File: src/rtl/ram8_bank.sv
// ram8_bank: eight-word register bank with a registered read port and a
// clear sequencer that walks every word to CLEAR_VAL.
//
// Optional build macro: RAM8_WRITE_THROUGH_EN
//   defined   - a same-cycle load and rd_en returns the new data (in) on out
//   undefined - read-before-write, so out returns the old word
//
// Ports:
//   clk       rising-edge clock
//   rst_n     asynchronous active-low reset (all words, out and FSM to 0)
//   in        write data
//   address   word select for both write and read
//   load      write strobe, writes in to word[address] at clk rise
//   rd_en     read request for word[address]
//   clear     starts the 8-cycle clear sequence (pulse or level)
//   busy      high while the clear sequence runs
//   out       registered read data, holds until the next accepted read
//   out_valid one-cycle pulse when out holds fresh read data
module ram8_bank #(
    parameter int              WIDTH     = 16,
    parameter logic [WIDTH-1:0] CLEAR_VAL = '0
) (
    input  logic             clk,
    input  logic             rst_n,
    input  logic [WIDTH-1:0] in,
    input  logic [2:0]       address,
    input  logic             load,
    input  logic             rd_en,
    input  logic             clear,
    output logic             busy,
    output logic [WIDTH-1:0] out,
    output logic             out_valid
);

    typedef enum logic {
        IDLE  = 1'b0,
        CLEAR = 1'b1
    } state_t;

    state_t           state, state_nx;
    logic [2:0]       cnt, cnt_nx;
    logic [WIDTH-1:0] words [8];

    logic [7:0]       wr_sel;
    logic [WIDTH-1:0] wr_data;
    logic             rd_ok;
    logic [WIDTH-1:0] rd_data;

    // NOTE: every signal gets a default at the top of the block so no path
    // through the case leaves it unassigned and infers a latch.
    always_comb begin
        state_nx = state;
        cnt_nx   = cnt;
        wr_sel   = '0;
        wr_data  = in;
        rd_ok    = 1'b0;
        unique case (state)
            IDLE: begin
                if (clear) begin
                    // Clear wins: same-cycle load and rd_en are discarded.
                    state_nx = CLEAR;
                    cnt_nx   = 3'd0;
                end else begin
                    wr_sel = load ? (8'b1 << address) : 8'b0;
                    rd_ok  = rd_en;
                end
            end
            CLEAR: begin
                wr_sel  = 8'b1 << cnt;
                wr_data = CLEAR_VAL;
                cnt_nx  = cnt + 3'd1;
                if (cnt == 3'd7) begin
                    state_nx = IDLE;
                end
            end
            default: state_nx = IDLE;
        endcase
    end

    // Only one address port exists, so a load and a read in the same cycle
    // always target the same word.
`ifdef RAM8_WRITE_THROUGH_EN
    assign rd_data = load ? in : words[address];
`else
    assign rd_data = words[address];
`endif

    assign busy = (state == CLEAR);

    // NOTE: sequential state uses non-blocking assignments so every register
    // samples pre-edge values; this is what makes read-before-write work.
    always_ff @(posedge clk or negedge rst_n) begin
        if (!rst_n) begin
            state     <= IDLE;
            cnt       <= 3'd0;
            out       <= '0;
            out_valid <= 1'b0;
        end else begin
            state     <= state_nx;
            cnt       <= cnt_nx;
            out_valid <= rd_ok;
            if (rd_ok) begin
                out <= rd_data;
            end
        end
    end

    // NOTE: the storage words are reset explicitly because reset must leave
    // every word at 0; this is a flop array, not an inferred RAM macro.
    always_ff @(posedge clk or negedge rst_n) begin
        if (!rst_n) begin
            for (int i = 0; i < 8; i++) begin
                words[i] <= '0;
            end
        end else begin
            for (int i = 0; i < 8; i++) begin
                if (wr_sel[i]) begin
                    words[i] <= wr_data;
                end
            end
        end
    end

endmodule

File: config.mk
export PLATFORM = sky130hd
export DESIGN_NAME = ram8_bank
export DESIGN_NICKNAME = d
export VERILOG_FILES = /design/src/rtl/ram8_bank.sv
export SDC_FILE = /design/constraint.sdc
export NUM_CORES = 1
export LEC_CHECK = 0
export ABC_CLOCK_PERIOD_IN_PS = 2400
export CAP_MARGIN = 25
export CELL_PAD_IN_SITES_DETAIL_PLACEMENT = 1
export CELL_PAD_IN_SITES_GLOBAL_PLACEMENT = 2
export CORE_MARGIN = 8
export CORE_UTILIZATION = 42
export DETAILED_ROUTE_END_ITERATION = 7
export HOLD_SLACK_MARGIN = 0.1
export PLACE_DENSITY = 0.81
export SLEW_MARGIN = 10
export SYNTH_ARGS = -nofsm -noshare
export SYNTH_HDL_FRONTEND = slang
export SYNTH_SLANG_ARGS = --single-unit
File: constraint.sdc
create_clock -name clk -period 2.4 [get_ports clk]
set_input_delay 0.36 -clock clk [delete_from_list [all_inputs] [get_ports clk]]
set_output_delay 0.36 -clock clk [all_outputs]
set_load 0.05 [all_outputs]
# == After elaboration in Yosys (flattened, before gate mapping) ==
# Cells that the tools add are included.
# W data, S select, Z words.
# totals
ff_bits,149
latch_bits,0
mem_bits_rw,0
rom_bits,0
in_bits,24
out_inout_bits,18
elab_cells,34
memories,0
# classes
addsub,1
mul,0
div,0
magnitude_cmp,1
n_eq_ne,2
shift,2
mux,14
bitwise,2
n_reduce_logical,0
# op_table
cell,count
$bmux W16 S3,1
$mux W16,3
$mux W8,2
$pmux W8 S2,1
$shl A1 B3 Y8 const A,2
$pmux W3 S2,1
$ge A4 B4 Y1 const B,1
$mux W1,4
$not A3 Y4,1
$add A3 B1 Y3 const B,1
$eq A3 B3 Y1 const B,1
$mux W3,1
$ne A2 B2 Y1 const B,1
$pmux W1 S2,1
$not A1 Y1,1

# == Longest topological paths before layout ==
# depth
word_depth,4
depth_mapped,7
depth_no_buf,4

# == Worst setup path before layout ==
# OpenSTA, ideal clock, no wires.
# synth_path
kind,reg-to-reg
startpoint,"register state, in the netlist busy"
endpoint,register words[37] (netlist bit)
setup_ns,0.125
arrival_time_ns,1.885
required_time_ns,2.275
slack_ns,0.390
stages_incl_launch_ff,6
n_path_buf,3
period_less_slack_ns,2.010
path_cell_list,dfrtp_1 > clkbuf_1 > a32o_1 > buf_2 > buf_4 > mux2_2
# synth_between
elab_chain_len,2
word_cells_on_any_way,3
cone_classes,mux (2); bitwise (1)
# synth_lines
element,line,source
start: declaration,40,"state_t state, state_nx;"
start signal: assignment,99,state <= state_nx;
$not A1 Y1,--,
$pmux W8 S2,57,unique case (state)
end signal: indexed assignment,118,words[i] <= wr_data;
end: declaration,42,logic [WIDTH-1:0] words [8];
# Parallel ways exist; a longest one is shown, timed or not.
# A chain may end at the register's enable or synchronous reset.

# == Final worst setup path ==
# layout_path
startpoint,register out[4]
endpoint,output out[4]
# layout_lines
element,line,source
start: declaration,31,"output logic [WIDTH-1:0] out,"
start signal: assignment,103,out <= rd_data;
# No word-level cell between the ends.

==> impl_metrics.ini <==
[outcome]
run_status = finished clean

[finish]
fin_area_sq_mm = 0.00865
nNetsFinal = 646
antenna_cells_inserted = 0
fin_util_pct = 50.5
seqCellArea_sq_mm = 0.00373
areaGrowthSynthToFinish_pct = 19.0
final.fill_count = 1760
final-instance-count-excl-fill = 854
final_layout_size_suffix_gt1_share_pct = 31.3
multi_input_comb_area_sq_mm = 0.00328

[critical_path]
endpoint_kind = output port
worst-path-max-fanout = 2
worst_path_max_delay_cell = sky130_fd_sc_hd__clkdlybuf4s50_1
endpoint_arrival_time_on_the_critical_path_ns = 1.65
critPathLaunch = out[4]
reg2reg_to = words[71]
worst-r2r-cell-count = 5
required_ns = 2.04
worstSetupPathType = flip-flop to output port
crit_chain = clkdlybuf4s50_1
r2r_setup_slack_ns = 0.52
critical-path-max-stage-delay_ns = 0.82
cp_top_family = buffers and inverters
worst-path-buf-inv = 1
r2r-start = busy
critical_path.startpoint_type = flip-flop

[place]
gpl.final_weighted_congestion = 0.840
numPlacedInstances = 821
placement.setup.worst_slack_ns = 0.111
buffer_ports.inserted = 41
placed_area_sq_mm = 0.00804
place_hpwl_mm = 13.2

[pwr]
ir_worst_vdd_mv = 0.559
p_per_area_mw_per_mm2 = 1240
leakagePower_nw = 4.00
finalPower_mw = 10.7

[clock_tree]
htree_num_levels = 4
clk_latency_ns = 0.43
clock_tree.buffer_depth = 2
cts.clk_slew.worst_paths_ns = 0.07
tritoncts = done
post_cts.resized_instances = 0
cts_sinks = 149
clockRootBuffer = sky130_fd_sc_hd__clkbuf_16
cts-buffers-inserted = 17

[sta]
report.final.hold_viol_count = 0
max_clock_freq_mhz = 496
period_minus_slack_ns = 2.01
rsz0062_at_grt = no
slew_violations = 0
worst_slack_ns = 0.386
finalSetupViolations = 0
max_slew.worst_pin.slew_ns = 0.823
fin_worst_hold_slack_ns = 0.453
final_min_period_over_clock_period_pct = 83.9
maxSlewHeadroom_pct = 45.1
fin_setup_tns_ns = 0
skew_ns = 0.00780

[synthesis]
seq_cells_post_synth = 149
post_synth_most_frequent_cells = sky130_fd_sc_hd__dfrtp_1 (149), sky130_fd_sc_hd__mux2_2 (128), sky130_fd_sc_hd__nand2b_1 (34)
synth.yosys.warnings = 0
synthesized_cell_area_sq_mm = 0.00726
post_synthesis_instance_total = 576
synth.avg_cell_area_sq_um = 12.6
synth-edff-count = 0
post_synth_main_area_contributors = sky130_fd_sc_hd__dfrtp_1 (51%), sky130_fd_sc_hd__mux2_2 (20%), sky130_fd_sc_hd__a221o_1 (4.4%), sky130_fd_sc_hd__mux2i_1 (4.4%), sky130_fd_sc_hd__nand2b_1 (2.9%)
synthMostInstantiatedCell = sky130_fd_sc_hd__dfrtp_1
mapped_nets = 606
post-synth-top-area-cell = sky130_fd_sc_hd__dfrtp_1
yosys.area.top_type_share_pct = 51.3
ys_types = 29
synth_top_flop_cell = sky130_fd_sc_hd__dfrtp_1
share_of_synthesized_registers_carrying_an_async_set_or_reset_pct = 100
synth.yosys.seq_area_share_pct = 51.3

[floorplanning]
chipHeight_um = 148
floorplan.core_area_sq_mm = 0.0171
fp-row-count = 48
die_area_sq_mm = 0.0218
floorplan.initialDensity_pct = 42.4
die_w_um = 148
pin_count = 42

[global_routing]
grt_max_degree = 65
global_route.overflow_total = 0
grt_first_pass_wirelength_mm = 32.6
first_global_vias = 5552
grt.total_usage_pct = 19.4
grt_antenna_before_repair = 0

[routing]
drcViolationCount = 0
detailedRoute.firstIterationViolations = 368
via_count = 5021
drt-total-wl_mm = 20.2
router_iterations_before_antenna_repair = 4
drtAntennaViolNets = 0
wire_per_inst_um = 23.7
route.detailed.vias_per_inst = 5.88

[min_path]
worstHoldPathType = primary input to asynchronous set/reset pin

[run]
drv_cap = 0
## logic make-up (layout without fill, tap and decap cells)
family,count (synthesis),count (layout),synth area share [%]
fa+ha+maj,6,6,1.03
mux,161,161,24.4
simple gates,84,84,6.74
buf+inv,54,107,3.72
compound gates,122,122,12.8
flops,149,149,51.3
## timing repair
item / in CTS / in global routing
hold buffers: 1 / 0
setup buffers: 0 / 0
endpoints found under the hold margin: 52 / 0
## power by group
group / switching (mW) / total (mW) / internal (mW)
Clock: 1.16 / 2.72 / 1.56
Sequential: 0.638 / 4.09 / 3.45
Combinational: 2.03 / 3.93 / 1.91
Total: 3.83 / 10.7 / 6.91
## layout make-up
cell class / count / share of cell area (%)
sequential: 149 / 43.1
clock inverter: 15 / 1.94
tap: 225 / 3.26
inverter: 4 / 0.174
clock buffer: 17 / 4.92
multi-input combinational: 373 / 38.0
timing repair buffer: 71 / 8.61
## how the worst max path moves through the flow
stage                      endpoint  slack (ns)  cells after the start
after floorplan           words[37]        0.39                      5
after global placement      out[15]        0.12                      6
after detailed placement    out[14]        0.11                      6
after CTS                    out[4]        0.36                      1
after global routing        out[14]        0.36                      1
final                        out[4]        0.39                      1
## layout by cell type (no fill, tap or decap), types with 2 or more instances in the layout
master / n
sky130_fd_sc_hd__mux2_2: 128
sky130_fd_sc_hd__a221o_1: 32
sky130_fd_sc_hd__bufinv_16: 2
sky130_fd_sc_hd__mux2i_1: 32
sky130_fd_sc_hd__buf_4: 21
sky130_fd_sc_hd__nor2b_1: 20
sky130_fd_sc_hd__a32o_1: 3
sky130_fd_sc_hd__inv_1: 4
sky130_fd_sc_hd__nor2_1: 3
sky130_fd_sc_hd__a22o_1: 20
sky130_fd_sc_hd__nand2_1: 18
sky130_fd_sc_hd__nand2b_1: 34
sky130_fd_sc_hd__clkdlybuf4s50_1: 38
sky130_fd_sc_hd__clkinvlp_4: 4
sky130_fd_sc_hd__a21oi_1: 33
sky130_fd_sc_hd__o22ai_1: 16
sky130_fd_sc_hd__dfrtp_1: 148
sky130_fd_sc_hd__clkbuf_16: 17
sky130_fd_sc_hd__o31ai_1: 17
sky130_fd_sc_hd__and2_1: 2
sky130_fd_sc_hd__ha_1: 6
sky130_fd_sc_hd__inv_6: 7
sky130_fd_sc_hd__buf_12: 9
## sequential cells by signal, summed over array words and instances (netlist names)
| register | cells |
|---|---|
| cnt | 3 |
| out_valid | 1 |
| busy | 1 |
| out | 16 |
| words | 128 |
## per-layer routing
layer	wire [um]	global-route usage, %	vias up
li1	-	-	2203
met1	9110	25.6	2671
met2	9890	31.3	112
met3	873	3.67	35
met4	365	7.09	0
met5	0	0	-
Note: power is estimated with default switching activity, not from simulation.
